[src/rtl/capture_engine.sv]
// rtl/capture_engine.sv - capture controller: pre-trigger fill, trigger evaluation, post-trigger count.
// Drives sample RAM write enable/address and reports armed/triggered/done status.
module capture_engine #(
  parameter int NUM_CH  = 5,
  parameter int ENTRIES = 384,
  parameter int LOG2    = 9
) (
  input  logic              clk,
  input  logic              rst_n,
  input  logic              wrt_smpl,
  input  logic              run,
  input  logic              abort,
  input  logic [LOG2-1:0]   trig_pos,
  input  logic [NUM_CH-1:0] chan_trig,
  input  logic [NUM_CH-1:0] trig_en,
  input  logic              prot_trig,
  input  logic              prot_en,
  input  logic              trig_and,
  input  logic              auto_rearm,
  input  logic              clr_capture_done,
  output logic              we,
  output logic [LOG2-1:0]   waddr,
  output logic              armed,
  output logic              triggered,
  output logic              capture_done,
  output logic [LOG2-1:0]   trig_addr
);

  typedef enum logic [2:0] {S_IDLE, S_PRETRIG, S_ARMED, S_POSTTRIG, S_DONE} state_t;

  localparam int CW = LOG2 + 1;
  localparam logic [CW-1:0]   ENT  = CW'(ENTRIES);
  localparam logic [LOG2-1:0] LAST = LOG2'(ENTRIES - 1);

  state_t          state_q, state_d;
  logic [LOG2-1:0] waddr_q, waddr_d, trig_addr_q, trig_addr_d, waddr_inc;
  logic [CW-1:0]   pre_cnt_q, pre_cnt_d, post_cnt_q, post_cnt_d;
  logic [CW-1:0]   eff_post, pre_need, pre_inc, post_inc;
  logic            any_en, or_hit, and_hit, hit;

  always_comb begin
    if (trig_pos == '0)
      eff_post = CW'(1);
    else if ({1'b0, trig_pos} > ENT - CW'(1))
      eff_post = ENT - CW'(1);
    else
      eff_post = {1'b0, trig_pos};
  end

  assign pre_need = ENT - eff_post;
  assign pre_inc  = pre_cnt_q + CW'(1);
  assign post_inc = post_cnt_q + CW'(1);

  // With no source enabled the AND reduction would be vacuously true; any_en blocks that.
  assign any_en  = (|trig_en) | prot_en;
  assign or_hit  = (|(chan_trig & trig_en)) | (prot_trig & prot_en);
  assign and_hit = any_en & (&(chan_trig | ~trig_en)) & (prot_trig | ~prot_en);
  assign hit     = trig_and ? and_hit : or_hit;

  assign we = wrt_smpl & ((state_q == S_PRETRIG) | (state_q == S_ARMED) | (state_q == S_POSTTRIG));
  assign waddr_inc = (waddr_q == LAST) ? '0 : waddr_q + 1'b1;

  always_comb begin
    state_d     = state_q;
    waddr_d     = waddr_q;
    trig_addr_d = trig_addr_q;
    pre_cnt_d   = pre_cnt_q;
    post_cnt_d  = post_cnt_q;
    if (abort) begin
      state_d = S_IDLE;
    end else begin
      case (state_q)
        S_IDLE: if (run) begin
          state_d    = S_PRETRIG;
          waddr_d    = '0;
          pre_cnt_d  = '0;
          post_cnt_d = '0;
        end
        S_PRETRIG: if (we) begin
          waddr_d   = waddr_inc;
          pre_cnt_d = pre_inc;
          if (pre_inc == pre_need) state_d = S_ARMED;
        end
        S_ARMED: begin
          if (we) waddr_d = waddr_inc;
          // trig_addr points at the first sample written after the hit
          if (hit) begin
            state_d     = S_POSTTRIG;
            post_cnt_d  = '0;
            trig_addr_d = we ? waddr_inc : waddr_q;
          end
        end
        S_POSTTRIG: if (we) begin
          waddr_d    = waddr_inc;
          post_cnt_d = post_inc;
          if (post_inc == eff_post) state_d = S_DONE;
        end
        S_DONE: if (clr_capture_done) begin
          if (auto_rearm) begin
            state_d    = S_PRETRIG;
            pre_cnt_d  = '0;
            post_cnt_d = '0;
          end else begin
            state_d = S_IDLE;
          end
        end
        default: state_d = S_IDLE;
      endcase
    end
  end

  always_ff @(posedge clk or negedge rst_n) begin
    if (!rst_n) begin
      state_q     <= S_IDLE;
      waddr_q     <= '0;
      trig_addr_q <= '0;
      pre_cnt_q   <= '0;
      post_cnt_q  <= '0;
    end else begin
      state_q     <= state_d;
      waddr_q     <= waddr_d;
      trig_addr_q <= trig_addr_d;
      pre_cnt_q   <= pre_cnt_d;
      post_cnt_q  <= post_cnt_d;
    end
  end

  assign waddr        = waddr_q;
  assign trig_addr    = trig_addr_q;
  assign armed        = (state_q == S_ARMED);
  assign triggered    = (state_q == S_POSTTRIG) | (state_q == S_DONE);
  assign capture_done = (state_q == S_DONE);

endmodule

[config.mk]
export PLATFORM = sky130hd
export DESIGN_NAME = capture_engine
export DESIGN_NICKNAME = d
export VERILOG_FILES = /design/src/rtl/capture_engine.sv
export SDC_FILE = /design/constraint.sdc
export NUM_CORES = 1
export LEC_CHECK = 0
export ABC_AREA = 1
export BUFFER_PORTS_ARGS = -buffer_cell sky130_fd_sc_hd__buf_2
export CORE_ASPECT_RATIO = 1.25
export CORE_UTILIZATION = 61
export CTS_BUF_LIST = sky130_fd_sc_hd__clkbuf_16
export DETAILED_ROUTE_END_ITERATION = 6
export HOLD_SLACK_MARGIN = 0.08
export MAX_ROUTING_LAYER = met4
export PLACE_DENSITY = 0.86
export SYNTH_ARGS = -nofsm -noshare
export SYNTH_HDL_FRONTEND = slang
export SYNTH_SLANG_ARGS = --single-unit
[constraint.sdc]
create_clock -name clk -period 2.8 [get_ports clk]
set_input_delay 0.56 -clock clk [delete_from_list [all_inputs] [get_ports clk]]
set_output_delay 0.56 -clock clk [all_outputs]
set_load 0.02 [all_outputs]
# Yosys cells after proc, flatten, opt, wreduce, memory -nomap -nowiden
# Index checks and enable logic that the tools add are counted.
# word_totals
word_cells	84
in_bits	29
regBits	41
out_inout_bits	22
# op_classes
muxes	25
bitwise	15
add_sub_neg	4
n_reduce_logical	14
eq_ne	20
order_cmp	1
# ops
operator	n
$mux W10	7
$pmux W10 S4	1
$mux W9	4
$pmux W10 S3	1
$mux W3	8
$add A10 B1 Y10 const B	2
$eq A10 B10 Y1	2
$pmux W9 S2	1
$pmux W3 S5	1
$reduce_and A7 Y1	2
$ne A3 B3 Y1 const B	4
$ne A2 B2 Y1 const B	5
$reduce_or A5 Y1	2
$sub A9 B10 Y10 const A	1
$add A9 B1 Y9 const B	1
$eq A9 B9 Y1 const B	1
$gt A9 B9 Y1 const B	1
$logic_not A9 Y1	1
$ne A3 B2 Y1 const B	3
$eq A3 B2 Y1 const B	2
$or A1 B1 Y1	6
$reduce_and A3 Y1	2
$reduce_and A6 Y1	1
$and A5 B5 Y5	1
other kinds (14)	19

# Depth between registers and ports, before layout
# Gate-level depths: netlist (run 1).
# logic_depth
ltp_word	9
ltp_mapped	19
ltp_nobuf	19

# Worst setup path after synthesis (run 1)
# No wires, ideal clock.
# synth_timing
kind	in2reg
start	input port trig_pos[1]
end	register state_q[1]
setup_slack_ns	0.432
path_buffers	0
arrival_ns	2.249
path_stages	18
setup_ns	0.119
required_time_ns	2.681
path_cell_list	nor2_1 nand3_1 o21bai_2 inv_1 ha_1 nand3_1 inv_1 nand2_1 o21ai_0 nand2_1 inv_1 or2_0 nand2_1 nor2_1 nand3_1 nand2_1 nand4_1 nand2_1
# synth_via
elab_chain_len	7
elab_cells_between_ends	10
classes_between	1 x add/sub; 1 x order compare; 4 x eq/ne; 2 x mux; 2 x reduce/logical
# synth_lines
element	line_no	text
from (decl)	13	input logic [LOG2-1:0] trig_pos,
$gt A9 B9 Y1	44	else if ({1'b0, trig_pos} > ENT - CW'(1))
$mux W9	44	
$mux W10 (*)	42	if (trig_pos == '0)
$sub A9 B10 Y10	50	assign pre_need = ENT - eff_post;
$eq A10 B10 Y1	82	if (pre_inc == pre_need) state_d = S_ARMED;
$ne A3 B2 Y1 (no source line)	n/a	
$reduce_and A7 Y1 (no source line) (*)	n/a	
to (signal assigned)	120	state_q <= state_d;
to (decl)	35	state_t state_q, state_d;
# Every way passes the cells marked *; elsewhere a longest branch is shown, timed or not.
# A chain may end at the register's enable or synchronous reset.

# Final worst setup path (run 1)
# layout_timing
start	input port trig_pos[8]
end	register state_q[1]
# The elaborated chain is that of the path after synthesis.

==> reports/results.ini, run 1 <==
[clock_network]
h-tree-depth = 2
ctsResizeCount = 0
cts_buffers = 5
hold_buffers = 0
clk_path_buf_depth = 2
clkLatencyLatePin_ns = 0.28
clockRootBuffer = clkbuf_16
postCtsSetupRepairBufs = 0
clock-sinks = 41
clk_pin_slew_ns = 0.06
cts_tree = built

[route]
antenna_left = 0
drtIter0Drc = 278
drc = 0
via_count = 2989
wl_per_cell_um = 13.2
viasPerCell = 5.52
routed_wl_um = 7130
dr.pass1.iters = 5

[die]
die_w_um = 64.0
io_pins = 51
start_util_pct = 65.2
rows = 27
die_y_um = 79.5
core_sq_um = 4490
dieArea_sq_um = 5080

[sta]
min_period_ns = 2.47
fin_ws_ns = 0.327
maxSlewViolCount = 0
setup_viol = 0
fin_skew_ns = 0.00361
tns_ns = 0
fmax_mhz = 404
worst_slew_pin_slew_ns = 0.896
fin_crit_sh_pct = 88.3
hold_violations = 0
max_slew_margin_pct = 40.3
rsz0062_at_grt = no

[pwr]
total_power_uw = 2160
p_leak_uw = 0.00181
vdd_ir_drop_max_uv = 641
power.density_nw_per_um2 = 636

[global_route]
grt_pass1_wl_um = 12300
antenna_found_initial = 0
grtUsageTotal_pct = 31.8
grt_pass1_vias = 3006
gr-total-overflow = 0
grt_max_degree = 42

[setup_path]
timing.rr.start = post_cnt_q[0]
crit_type = in -> reg
endpoint_kind = flop
crit_path_start_kind = input port
worst_r2r_path_depth = 13
cp-startpoint = trig_pos[8]
required_ns = 2.97
crit_arrival_ns = 2.64
crit_fanout = 4

[place]
io_buffers = 50
post-place-ws_ns = 0.0524
detailed_place_hpwl_um = 5530
place_congestion = 0.958

[cells_and_area]
fillers = 360
num_antenna_cells = 0
drive_gt1_share_pct = 18.2
final_net_count = 515
fin_util_pct = 75.6
areaGrowthSynthToFinish_pct = 16.0

[logic_synthesis]
ys.flop_type = dfrtp_1
synth-seq-cells = 41
seq_area_frac_synth_pct = 35.0
yosys_warnings = 0
synth_cell_type_count = 34
synth_fp_nets = 458
syn_avg_cell_area_sq_um = 6.89
synthArstFlopShare_pct = 100
synth_edf_count = 0
synthCells = 425
netlist_area_sq_um = 2930

[job]
drv_cap = 0

[worst_hold_path]
hold_path.class = in -> async

[status]
status = complete, no violations

==> layer usage <==
| layer | vias to the layer above | track usage [%] | part of all wire, % |
|---|---|---|---|
| li1 | 1492 | - | - |
| met4 | 0 | 15.2 | 2.4 |
| met5 | - | - | 0 |
| met2 | 99 | 56.3 | 52 |
| met3 | 19 | 5.29 | 4.7 |
| met1 | 1379 | 34.4 | 41 |
==> cell usage after synthesis (3+ instances only) <==
| library cell | count | share of area [%] |
|---|---|---|
| nor3_2 | 4 | 1.4 |
| a21oi_1 | 4 | 0.68 |
| nand3_1 | 39 | 6.7 |
| nor2_1 | 33 | 4.2 |
| o22ai_1 | 19 | 4.1 |
| nor3_1 | 12 | 2.1 |
| o21ai_1 | 6 | 1.0 |
| nand2_1 | 106 | 14 |
| inv_1 | 70 | 9.0 |
| nor2_2 | 3 | 0.64 |
| ha_1 | 4 | 1.7 |
| nand4_1 | 10 | 2.1 |
| inv_2 | 6 | 0.77 |
| o21ai_0 | 24 | 4.1 |
| nand2_2 | 4 | 0.85 |
| dfrtp_1 | 41 | 35 |
| xor2_1 | 17 | 5.1 |
| o21ai_2 | 3 | 0.90 |
==> sequential cells by signal, indices dropped and copies added (netlist names) <==
name	flops
state_q	3
post_cnt_q	10
waddr	9
trig_addr	9
pre_cnt_q	10
==> power breakdown <==
| group | internal [uW] | switching, uW |
|---|---|---|
| Combinational | 271 | 576 |
| Clock | 327 | 238 |
| Sequential | 668 | 81.1 |
| Total | 1270 | 895 |
==> critical path, cell delays in order <==
cell	delay [ns]
buf_2	0.14
inv_2	0.10
nand3_1	0.12
o21bai_2	0.27
inv_1	0.10
ha_1	0.23
nand3_1	0.13
inv_1	0.05
nand2_1	0.10
o21ai_0	0.08
nand2_1	0.06
inv_1	0.05
nand2_1	0.05
nand3b_1	0.08
nor2_1	0.11
nand3_1	0.09
nand2_1	0.13
nand2_1	0.08
nand3_1	0.07
nand2_1	0.06
==> logic make-up (layout without fill, tap and decap cells) <==
group / Yosys count / after routing / share of synthesized area, %
AO/OA/AOI/OAI: 61 / 61 / 12.5
XOR/XNOR: 19 / 19 / 5.68
adder cells (fa/ha/maj): 4 / 4 / 1.71
buffers and inverters: 78 / 136 / 10.0
flip-flops: 41 / 41 / 35.0
AND/OR/NAND/NOR: 222 / 222 / 35.1
==> worst paths after layout <==
path | slack, ns | endpoint
setup / recovery | 0.33 | state_q[1]
hold / removal | 0.39 | post_cnt_q[8]
setup reg to reg | 0.62 | state_q[1]
hold reg to reg | 0.48 | trig_addr[0]
max in group asynchronous | 1.83 | waddr[6]
min in group clk | 0.48 | trig_addr[0]
==> cells in the final DEF, fill, tap and decap left out, types with 12 or more instances in the layout <==
cell type | Yosys | layout
o21ai_0 | 24 | 24
xor2_1 | 17 | 17
dfrtp_1 | 41 | 41
nor3_1 | 12 | 12
nand2_1 | 106 | 106
nor2_1 | 33 | 33
nand3_1 | 39 | 39
buf_2 | 0 | 50
inv_1 | 70 | 70
o22ai_1 | 19 | 19
==> metrics by stage <==
step	instance area [sq um]	instances	hold slack, ns
3_3_place_gp	3260	533	0.463
6_report	3400	541	0.393
5_1_grt	3400	541	0.495
3_5_place_dp	3260	533	0.460
2_1_floorplan	2930	425	0.264
4_1_cts	3400	541	0.435
==> cell type report <==
type	count	area [sq um]	share of cell area [%]
multi-input combinational	306	1610	47.4
sequential	41	1030	30.2
tap	58	72.6	2.14
clock inverter	3	17.5	0.515
timing repair buffer	51	258	7.58
inverter	77	289	8.51
clock buffer	5	125	3.68
Note: power is estimated with default switching activity, not from simulation.
==> inputs of run 2 (changes only) <==
CORE_UTILIZATION = 63   (was 61)
CTS_BUF_LIST = sky130_fd_sc_hd__clkbuf_2 sky130_fd_sc_hd__clkbuf_4 sky130_fd_sc_hd__clkbuf_8   (was sky130_fd_sc_hd__clkbuf_16)
PLACE_DENSITY = 0.88   (was 0.86)
==> reports/results.ini, run 2 (synthesized netlist as in run 1, its figures left out) <==
[sta]
fin_crit_sh_pct = 85.6  ; was 88.3%
setup_viol = 0  ; unchanged
worst_slew_pin_slew_ns = 0.902  ; was 0.896 ns
maxSlewViolCount = 0  ; unchanged
fin_skew_ns = 0.00321  ; was 0.00361 ns
whs_ns = 0.378  ; was 0.393 ns
min_period_ns = 2.40  ; was 2.47 ns
fmax_mhz = 417  ; was 404 MHz
tns_ns = 0  ; unchanged
hold_violations = 0  ; unchanged
rsz0062_at_grt = no  ; unchanged
max_slew_margin_pct = 39.9  ; was 40.3%

[cells_and_area]
areaGrowthSynthToFinish_pct = 15.2  ; was 16.0%
num_antenna_cells = 0  ; unchanged
reg.largest.list = post_cnt_q: 10 flops, pre_cnt_q: 10 flops  ; unchanged
regArea_sq_um = 1030  ; unchanged
fin_area_sq_um = 3380  ; was 3400 sq um
final_common_cell = nand2_1  ; unchanged
fin_util_pct = 76.3  ; was 75.6%
drive_gt1_share_pct = 18.4  ; was 18.2%
final_cell_mix = nand2_1 (106), inv_1 (70), buf_2 (50), dfrtp_1 (41), nand3_1 (39)  ; unchanged
multi_input_area_sq_um = 1610  ; unchanged
final_net_count = 515  ; unchanged
fillers = 352  ; was 360

[setup_path]
rrSetupSlack_ns = 0.65  ; was 0.62 ns
timing.rr.start = post_cnt_q[0]  ; unchanged
cpLargestDelayFamily = simple AND/OR/NAND/NOR gates  ; unchanged
required_ns = 3.00  ; was 2.97 ns
worst_r2r_path_depth = 13  ; unchanged
crit_path_start_kind = input port  ; unchanged
crit_type = in -> reg  ; unchanged
crit_slowest_cell = o21bai_2  ; unchanged
critPathBufInv = 4  ; was 5
crit_chain = buf_2, nand2_4, nand2_1, o21bai_2, inv_1, ha_1, nand3_1, inv_1, nand2_1, o21ai_0, nand2_1, inv_1, or2_0, nand2_1, nor2_1, nand3_1, nand2_1, nand2_1, nand3_1, nand2_1  ; was buf_2, inv_2, nand3_1, o21bai_2, inv_1, ha_1, nand3_1, inv_1, nand2_1, o21ai_0, nand2_1, inv_1, nand2_1, nand3b_1, nor2_1, nand3_1, nand2_1, nand2_1, nand3_1, nand2_1
endpoint_kind = flop  ; unchanged
r2r_end = state_q[1]  ; unchanged
crit_arrival_ns = 2.60  ; was 2.64 ns
slowest_delay_ns = 0.22  ; was 0.27 ns
crit_fanout = 8  ; was 4
crit_top_cell = nand2_1  ; unchanged

[place]
placedInstanceArea_sq_um = 3260  ; unchanged
io_buffers = 50  ; unchanged
place_congestion = 0.944  ; was 0.958
detailed_place_hpwl_um = 5390  ; was 5530 um

[clock_network]
clockRootBuffer = clkbuf_8  ; was clkbuf_16
clkLatencyLatePin_ns = 0.30  ; was 0.28 ns
clk_path_buf_depth = 2  ; unchanged
h-tree-depth = 2  ; unchanged
clock-sinks = 41  ; unchanged
cts_tree = built  ; unchanged
clk_pin_slew_ns = 0.08  ; was 0.06 ns
hold_buffers = 0  ; unchanged
postCtsSetupRepairBufs = 0  ; unchanged
ctsResizeCount = 0  ; unchanged
cts_buffers = 5  ; unchanged

[global_route]
grt_pass1_wl_um = 11800  ; was 12,300 um
grtUsageTotal_pct = 31.2  ; was 31.8%
antenna_found_initial = 0  ; unchanged
gr-total-overflow = 0  ; unchanged
grt_max_degree = 42  ; unchanged
grt_pass1_vias = 2859  ; was 3,006

[pwr]
p_leak_uw = 0.00180  ; was 0.00181 uW
power.density_nw_per_um2 = 620  ; was 636 nW/um^2
total_power_uw = 2090  ; was 2160 uW
vdd_ir_drop_max_uv = 578  ; was 641 uV

[route]
wl_per_cell_um = 12.8  ; was 13.2 um
drtIter0Drc = 169  ; was 278
antenna_left = 0  ; unchanged
drc = 0  ; unchanged
dr.pass1.iters = 4  ; was 5
via_count = 2970  ; was 2,989
routed_wl_um = 6950  ; was 7130 um
viasPerCell = 5.49  ; was 5.52

[die]
die_w_um = 63.0  ; was 64.0 um
io_pins = 51  ; unchanged
core_sq_um = 4430  ; was 4490 sq um
die_y_um = 78.2  ; was 79.5 um
start_util_pct = 66.2  ; was 65.2%
rows = 27  ; unchanged
dieArea_sq_um = 4930  ; was 5080 sq um

[worst_hold_path]
hold_path.class = in -> async  ; unchanged

[status]
status = complete, no violations  ; unchanged

[job]
drv_cap = 0  ; unchanged

## run 2: cell count changes in the layout (fill, tap and decap cells not counted)
cell / change
clkinv_1: -1
bufinv_16: +1
clkbuf_8: +6
clkinv_4: -1
clkinvlp_4: +1
clkinv_2: -1
clkbuf_16: -5
## run 2: final cells by class
type,instances,share of cell area (%)
multi-input cells,306,47.7
clock buffers,6,2.45
flip-flops and latches,41,30.4
clock inverters,2,1.11
inverters,77,8.56
well taps,58,2.15
repair buffers,51,7.64
## run 2: how the worst max path moves through the flow
stage | start | to | slack, ns | cells after the start
after detailed placement | trig_pos[8] | state_q[1] | 0.10 | 20
final | trig_pos[8] | state_q[1] | 0.40 | 20
after global routing | trig_pos[8] | state_q[0] | 0.14 | 20
after floorplan | trig_pos[1] | state_q[1] | 0.43 | 18
after global placement | trig_pos[8] | state_q[1] | 0.20 | 20
after CTS | trig_pos[8] | state_q[1] | 0.43 | 20
## run 2: metal layers
layer	up-vias	global-route usage (%)	routed length (um)
li1	1500	-	-
met1	1360	33.2	2840
met2	85	54.3	3530
met3	25	4.80	315
met4	0	18.4	255
met5	-	-	0
## run 2: stage by stage
stage | std cells | setup slack [ns]
floorplan | 425 | 0.432
global placement | 533 | 0.199
detailed placement | 533 | 0.102
CTS | 541 | 0.430
global route | 541 | 0.140
finish | 541 | 0.402
## run 2: where the power goes
part	total (uW)	switching [uW]	leakage (uW)	internal (uW)
Sequential	747	79.5	0.000567	667
Combinational	838	567	0.00117	271
Clock	510	220	0.0000574	290
## run 2: worst reg2reg max path: cells and delay by family, from the launching register on
kind	cells	cell delay [ns]
adder cells (fa/ha/maj)	1	0.25
AO/OA/AOI/OAI	2	0.30
AND/OR/NAND/NOR	10	1.05
flip-flops	1	0.46
